## src/rtl/pheap_root_pkg.sv

```systemverilog
// Shared types for the pipelined heap: opcodes, heap entry layout, value and capacity widths.
package pheapTypes;

  localparam int CAP_W = 16;

  typedef logic [31:0]      pValue;
  typedef logic [CAP_W-1:0] cap_t;

  typedef enum logic [1:0] {
    NOP = 2'd0,
    ENQ = 2'd1,
    DEQ = 2'd2,
    LEQ = 2'd3
  } opcode_t;

  typedef struct packed {
    logic  active;
    cap_t  capacity;
    pValue priorityValue;
  } entry_t;

  typedef enum logic [1:0] {
    IDLE = 2'd0,
    READ = 2'd1,
    EXEC = 2'd2,
    HOLD = 2'd3
  } state_t;

endpackage

```

## src/rtl/pheap_root_if.sv

```systemverilog
// Host request/response and level-2 handshake bundle seen by the heap root.
interface pheap_root_if;
  import pheapTypes::*;

  logic    op_valid;
  logic    op_ready;
  opcode_t op;
  pValue   op_data;
  logic    deq_valid;
  pValue   deq_data;
  logic    deq_empty;
  logic    enq_full;
  logic    empty;
  logic    full;
  logic    rd_en;
  entry_t  rBotL;
  entry_t  rBotR;
  logic    start;
  logic    startPos;
  opcode_t op_out;
  pValue   in;

  // Host plus level-2 memory side
  modport master (
    output op_valid, op, op_data, rBotL, rBotR,
    input  op_ready, deq_valid, deq_data, deq_empty, enq_full, empty, full,
           rd_en, start, startPos, op_out, in
  );

  // Heap root side
  modport slave (
    input  op_valid, op, op_data, rBotL, rBotR,
    output op_ready, deq_valid, deq_data, deq_empty, enq_full, empty, full,
           rd_en, start, startPos, op_out, in
  );

endinterface

```

## src/rtl/pheap_root.sv

```systemverilog
// Root level of a pipelined max-heap: holds the root entry, serves ENQ/DEQ one per
// four cycles and pushes the displaced value or refill request down to level 2.
module pheap_root
  import pheapTypes::*;
#(
  parameter int LEVELS = 4
) (
  input logic         clk,
  input logic         rst,
  pheap_root_if.slave bus
);

  localparam cap_t CAP_MAX = cap_t'((1 << LEVELS) - 1);

  function automatic cap_t cap_dec(input cap_t c);
    return (c == '0) ? c : c - 1'b1;
  endfunction

  function automatic cap_t cap_inc(input cap_t c);
    return (c >= CAP_MAX) ? CAP_MAX : c + 1'b1;
  endfunction

  state_t  state, state_nx;
  entry_t  root_q, root_nx;
  opcode_t op_q;
  pValue   data_q;

  logic    op_ready_c, rd_en_c, start_c, start_pos_c;
  logic    deq_valid_c, deq_empty_c, enq_full_c;
  pValue   deq_data_c, in_c;
  opcode_t op_out_c;
  logic    pick_left;

  always_ff @(posedge clk or negedge rst) begin
    if (!rst) begin
      state  <= IDLE;
      root_q <= '{active: 1'b0, capacity: CAP_MAX, priorityValue: '0};
      op_q   <= NOP;
      data_q <= '0;
    end else begin
      state  <= state_nx;
      root_q <= root_nx;
      if (bus.op_valid && op_ready_c) begin
        op_q   <= bus.op;
        data_q <= bus.op_data;
      end
    end
  end

  // Left child wins ties and is the only candidate when the right one is empty
  assign pick_left = bus.rBotL.active &&
                     (!bus.rBotR.active ||
                      (bus.rBotL.priorityValue >= bus.rBotR.priorityValue));

  always_comb begin
    state_nx    = state;
    root_nx     = root_q;
    op_ready_c  = 1'b0;
    rd_en_c     = 1'b0;
    start_c     = 1'b0;
    start_pos_c = 1'b0;
    deq_valid_c = 1'b0;
    deq_empty_c = 1'b0;
    enq_full_c  = 1'b0;
    deq_data_c  = '0;
    in_c        = '0;
    op_out_c    = LEQ;

    unique case (state)
      IDLE: begin
        op_ready_c = rst;
        if (bus.op_valid && rst) state_nx = READ;
      end
      READ: begin
        rd_en_c  = 1'b1;
        state_nx = EXEC;
      end
      EXEC: begin
        state_nx = HOLD;
        unique case (op_q)
          ENQ: begin
            if (root_q.capacity == '0) begin
              enq_full_c = 1'b1;
            end else if (!root_q.active) begin
              root_nx.active        = 1'b1;
              root_nx.capacity      = cap_dec(root_q.capacity);
              root_nx.priorityValue = data_q;
            end else begin
              root_nx.capacity = cap_dec(root_q.capacity);
              if (data_q > root_q.priorityValue) begin
                root_nx.priorityValue = data_q;
                in_c                  = root_q.priorityValue;
              end else begin
                in_c = data_q;
              end
              start_c     = 1'b1;
              op_out_c    = LEQ;
              start_pos_c = (bus.rBotL.capacity != '0) ? 1'b0 : 1'b1;
            end
          end
          DEQ: begin
            deq_valid_c = 1'b1;
            if (!root_q.active) begin
              deq_empty_c = 1'b1;
            end else begin
              deq_data_c       = root_q.priorityValue;
              root_nx.capacity = cap_inc(root_q.capacity);
              if (!bus.rBotL.active && !bus.rBotR.active) begin
                root_nx.active        = 1'b0;
                root_nx.priorityValue = '0;
              end else begin
                root_nx.priorityValue = pick_left ? bus.rBotL.priorityValue
                                                  : bus.rBotR.priorityValue;
                start_c     = 1'b1;
                op_out_c    = DEQ;
                start_pos_c = ~pick_left;
              end
            end
          end
          default: ;
        endcase
      end
      HOLD: begin
        state_nx = IDLE;
      end
      default: state_nx = IDLE;
    endcase
  end

  logic unused_bits;
  assign unused_bits = ^bus.rBotR.capacity;

  assign bus.op_ready  = op_ready_c;
  assign bus.rd_en     = rd_en_c;
  assign bus.start     = start_c;
  assign bus.startPos  = start_pos_c;
  assign bus.op_out    = op_out_c;
  assign bus.in        = in_c;
  assign bus.deq_valid = deq_valid_c;
  assign bus.deq_data  = deq_data_c;
  assign bus.deq_empty = deq_empty_c;
  assign bus.enq_full  = enq_full_c;
  assign bus.empty     = ~root_q.active;
  assign bus.full      = (root_q.capacity == '0);

endmodule
```

## src/flat_wrapper.sv

```systemverilog
// flat-port wrapper written by rule: the top's interface ports become plain ports
module pheap_root_flat import pheapTypes::*;
#(
  parameter int LEVELS = 4
)
  (clk, rst, bus_op_valid, bus_op, bus_op_data, bus_rBotL, bus_rBotR, bus_op_ready, bus_deq_valid, bus_deq_data, bus_deq_empty, bus_enq_full, bus_empty, bus_full, bus_rd_en, bus_start, bus_startPos, bus_op_out, bus_in);
  pheap_root_if bus_i ();
  input logic clk;
  input logic rst;
  input wire logic [$bits(bus_i.op_valid)-1:0] bus_op_valid;
  input wire logic [$bits(bus_i.op)-1:0] bus_op;
  input wire logic [$bits(bus_i.op_data)-1:0] bus_op_data;
  input wire logic [$bits(bus_i.rBotL)-1:0] bus_rBotL;
  input wire logic [$bits(bus_i.rBotR)-1:0] bus_rBotR;
  output wire logic [$bits(bus_i.op_ready)-1:0] bus_op_ready;
  output wire logic [$bits(bus_i.deq_valid)-1:0] bus_deq_valid;
  output wire logic [$bits(bus_i.deq_data)-1:0] bus_deq_data;
  output wire logic [$bits(bus_i.deq_empty)-1:0] bus_deq_empty;
  output wire logic [$bits(bus_i.enq_full)-1:0] bus_enq_full;
  output wire logic [$bits(bus_i.empty)-1:0] bus_empty;
  output wire logic [$bits(bus_i.full)-1:0] bus_full;
  output wire logic [$bits(bus_i.rd_en)-1:0] bus_rd_en;
  output wire logic [$bits(bus_i.start)-1:0] bus_start;
  output wire logic [$bits(bus_i.startPos)-1:0] bus_startPos;
  output wire logic [$bits(bus_i.op_out)-1:0] bus_op_out;
  output wire logic [$bits(bus_i.in)-1:0] bus_in;
  assign bus_i.op_valid = bus_op_valid;
  assign bus_i.op = bus_op;
  assign bus_i.op_data = bus_op_data;
  assign bus_i.rBotL = bus_rBotL;
  assign bus_i.rBotR = bus_rBotR;
  assign bus_op_ready = bus_i.op_ready;
  assign bus_deq_valid = bus_i.deq_valid;
  assign bus_deq_data = bus_i.deq_data;
  assign bus_deq_empty = bus_i.deq_empty;
  assign bus_enq_full = bus_i.enq_full;
  assign bus_empty = bus_i.empty;
  assign bus_full = bus_i.full;
  assign bus_rd_en = bus_i.rd_en;
  assign bus_start = bus_i.start;
  assign bus_startPos = bus_i.startPos;
  assign bus_op_out = bus_i.op_out;
  assign bus_in = bus_i.in;
  pheap_root #(.LEVELS(LEVELS)) u_core (.clk(clk), .rst(rst), .bus(bus_i));
endmodule
```

## config.mk

```make
export PLATFORM = sky130hd
export DESIGN_NAME = pheap_root_flat
export DESIGN_NICKNAME = d
export VERILOG_FILES = /design/src/rtl/pheap_root_pkg.sv /design/src/rtl/pheap_root_if.sv /design/src/rtl/pheap_root.sv /design/src/flat_wrapper.sv
export SDC_FILE = /design/constraint.sdc
export NUM_CORES = 1
export LEC_CHECK = 0
export CAP_MARGIN = 20
export CORE_MARGIN = 2
export CORE_UTILIZATION = 45
export CTS_CLUSTER_SIZE = 12
export DETAILED_ROUTE_END_ITERATION = 6
export MAX_ROUTING_LAYER = met4
export PLACE_DENSITY = 0.88
export RECOVER_POWER = 100
export SLEW_MARGIN = 25
export SYNTH_ARGS = -nofsm -noshare
export SYNTH_HDL_FRONTEND = slang
export SYNTH_SLANG_ARGS = --single-unit
```

## constraint.sdc

```tcl
create_clock -name clk -period 7.3 [get_ports clk]
set_input_delay 2.19 -clock clk [delete_from_list [all_inputs] [get_ports clk]]
set_output_delay 2.19 -clock clk [all_outputs]
set_load 0.02 [all_outputs]
```

==> impl_metrics.py <==
metrics = {
    "worst_hold_path": {
        "holdCritPathClass": "reg -> reg",
    },
    "yosys": {
        "synth_edf_count": 0,
        "synth_area_leaders": "dfrtp_1 (30%), ha_1 (14%), mux2i_1 (9.5%)",
        "yosysWarnings": 0,
        "synth_top_area_cell": "dfrtp_1",
        "seq_area_frac_synth_pct": 31.6,
        "synthCells": 756,
        "netlist.area_leader.share_pct": 30.1,
        "yosysMostFrequentCell": "dfrtp_1",
        "async_flop_share_pct": 100,
        "syn-mean-instance-area_um2": 8.91,
        "synth_flop_cell": "dfrtp_1",
        "mappedNetlistNets": 964,
        "synth_seq_cells": 85,
        "synth_commonest_cells": "dfrtp_1 (81), inv_1 (75), ha_1 (73)",
        "syn-cell-area_um2": 6740,
        "yosysUniqueCellTypes": 55,
    },
    "sta": {
        "tightest_slew_ns": 2.49,
        "finalMaxSlewViolations": 112,
        "fin_skew_ns": 0.00935,
        "relSlewSlack_pct": -66.3,
        "rsz0062_at_grt": "false",
        "hold_viol": 0,
        "finalSetupViolCount": 0,
        "min_period_over_period_pct": 97.8,
        "period_needed_ns": 7.14,
        "timing.setup.tns_ns": 0,
        "fmax_ghz": 0.140,
    },
    "detailed_routing": {
        "firstDrtPassIters": 5,
        "drt_wl_total_um": 21200,
        "vias_per_cell": 5.81,
        "vias": 6515,
        "ant_nets": 0,
        "wl_per_cell_um": 18.9,
        "drc": 0,
        "initialDrtViolationCount": 546,
    },
    "finish": {
        "num-nets-final": 1141,
        "syn2layout_area_growth_pct": 34.8,
        "diodes": 0,
        "final_layout_size_suffix_gt1_share_pct": 7.46,
        "fill_cells": 1209,
        "multi_input_area_um2": 4150,
        "final_core_util_pct": 62.3,
        "regArea_um2": 2130,
    },
    "critical_path": {
        "crit_fanout": 3,
        "critPathBufInv": 4,
        "cp_cell_sequence": "clkdlybuf4s50_1 -> inv_1 -> ha_1 -> nand4_1 -> nor3_2 -> buf_4 -> or4b_1 -> a31oi_1 -> a21oi_4 -> a21oi_1 -> nor3b_1 -> dlygate4sd2_1",
        "start_kind": "input pin",
        "required_ns": 5.11,
        "critical_path_class": "in -> out",
        "crit_family": "buffers and inverters",
        "max_stage_delay_ns": 0.48,
        "endpoint_kind": "output pin",
        "arrival_ns": 4.95,
        "slowest_stage": "clkdlybuf4s50_1",
    },
    "clock_tree": {
        "cts_hold_repair.buffers": 0,
        "cts_sinks": 85,
        "worstSkewPairLatency_ns": 0.35,
        "cts_tree": "built",
        "cts_setup_buffers": 0,
        "clock-root-buffer": "clkbuf_16",
        "cts_resized": 4,
        "cts_buffers": 9,
        "clockBufferDepth": 2,
        "cts.clk_slew.worst_paths_ns": 0.06,
        "cts_htree_levels": 3,
    },
    "global_routing": {
        "track_usage_pct": 27.7,
        "grt_pass1_wl_um": 34100,
        "grt_start_max_net_pins": 47,
        "met1_usage_pct": 34.7,
        "antenna_found_initial": 0,
        "grt_overflow": 0,
        "grt.met3_usage_pct": 4.22,
        "grt_util_met2_pct": 44.8,
        "grt_pass1_vias": 6586,
        "grt_busiest_layer": "met2",
    },
    "placed_design": {
        "port_buffers": 192,
        "gp_congestion": 0.921,
        "hpwl_um": 15700,
    },
    "run_status": {
        "violations": "capacitance limit, slew limit",
        "status": "complete, but fails checks",
    },
    "die": {
        "row_count": 44,
        "fp.dieArea_um2": 16000,
        "die-height_um": 126,
        "ios": 210,
        "coreArea_um2": 14600,
        "initial_core_util_pct": 46.2,
        "die_w_um": 126,
    },
    "pwr": {
        "vdd_drop_max_uv": 190,
        "p_leak_nw": 4.37,
        "power_density_nw_per_um2": 362,
    },
    "run": {
        "drv_cap": 3,
    },
}
-- state kept, by name, indices dropped and copies added (netlist names) --
register and count:
u_core.data_q 32, u_core.op_q 2, u_core.root_q 49, u_core.state 2
-- area by class of cell --
cell class	count	area share, %
flip-flops and latches	85	23.5
inverters	75	3.10
clock buffers	15	3.06
multi-input cells	559	45.7
repair buffers	203	22.1
well taps	184	2.53
clock inverters	1	0.0827
-- power by group --
group	internal (mW)	switching (mW)	total, mW	leakage [nW]
sequential	0.709	0.250	0.959	1.04
clock	0.259	0.190	0.449	0.136
combinational	0.841	1.04	1.88	3.19
-- worst paths after layout --
| path | start | to | slack (ns) | depth (start not counted) |
|---|---|---|---|---|
| setup / recovery | bus_rBotR[14] | bus_startPos | 0.16 | 12 |
| hold / removal | u_core.root_q[41] | u_core.root_q[41] | 0.48 | 1 |
| setup reg to reg | u_core.op_q[0] | u_core.root_q[24] | 3.33 | 9 |
| hold reg to reg | u_core.root_q[41] | u_core.root_q[41] | 0.48 | 1 |
| max in group asynchronous | rst | u_core.root_q[47] | 2.70 | 2 |
| min in group asynchronous | rst | u_core.state[1] | 1.85 | 1 |
-- stage by stage --
| step | setup slack [ns] | std cells | total power [mW] | hold slack (ns) | instance area, um2 |
|---|---|---|---|---|---|
| 4_1_cts | 0.165 | 1121 | 3.27 | 0.482 | 9100 |
| 3_5_place_dp | -0.125 | 1105 | 2.80 | 0.472 | 8800 |
| 2_1_floorplan | 0.767 | 756 | 2.22 | 0.444 | 6740 |
| 3_3_place_gp | -0.0985 | 1105 | 2.72 | 0.467 | 8800 |
| 5_1_grt | 0.0325 | 1122 | 3.54 | 0.516 | 9080 |
| 6_report | 0.158 | 1122 | 3.29 | 0.483 | 9080 |
-- cells in the final DEF, fill, tap and decap left out, types with 5 or more instances in the layout --
cell type          n
clkdlybuf4s50_1  121
dfrtp_1           81
inv_1             75
ha_1              73
dlygate4sd3_1     69
o21ai_0           65
nand2_1           64
mux2i_1           64
nor2_1            48
mux2_2            36
and2_1            35
o221ai_1          33
a21oi_1           29
nand3_1           18
nand4_1           14
nor3_1            11
nor4_1            10
clkbuf_16          9
clkbuf_1           7
buf_4              7
and3_1             5
-- per-layer routing --
metal	up-vias	share of wire [%]
met5	-	0
met4	0	2.8
met3	38	6.3
met2	310	49
met1	3102	42
li1	3065	-
-- cell families (layout without fill, tap and decap cells) --
family	after synthesis	count (layout)	share of synthesized area, %
DFF	85	85	31.6
buffers and inverters	112	294	7.00
AOI/OAI and AO/OA	161	161	15.7
xor gates and xnor gates	1	1	0.130
other	1	1	0.0557
and+or+nand+nor	223	223	16.4
muxes	100	100	15.5
adders and majority gates	73	73	13.6
Power figures use the tool's default switching activity.
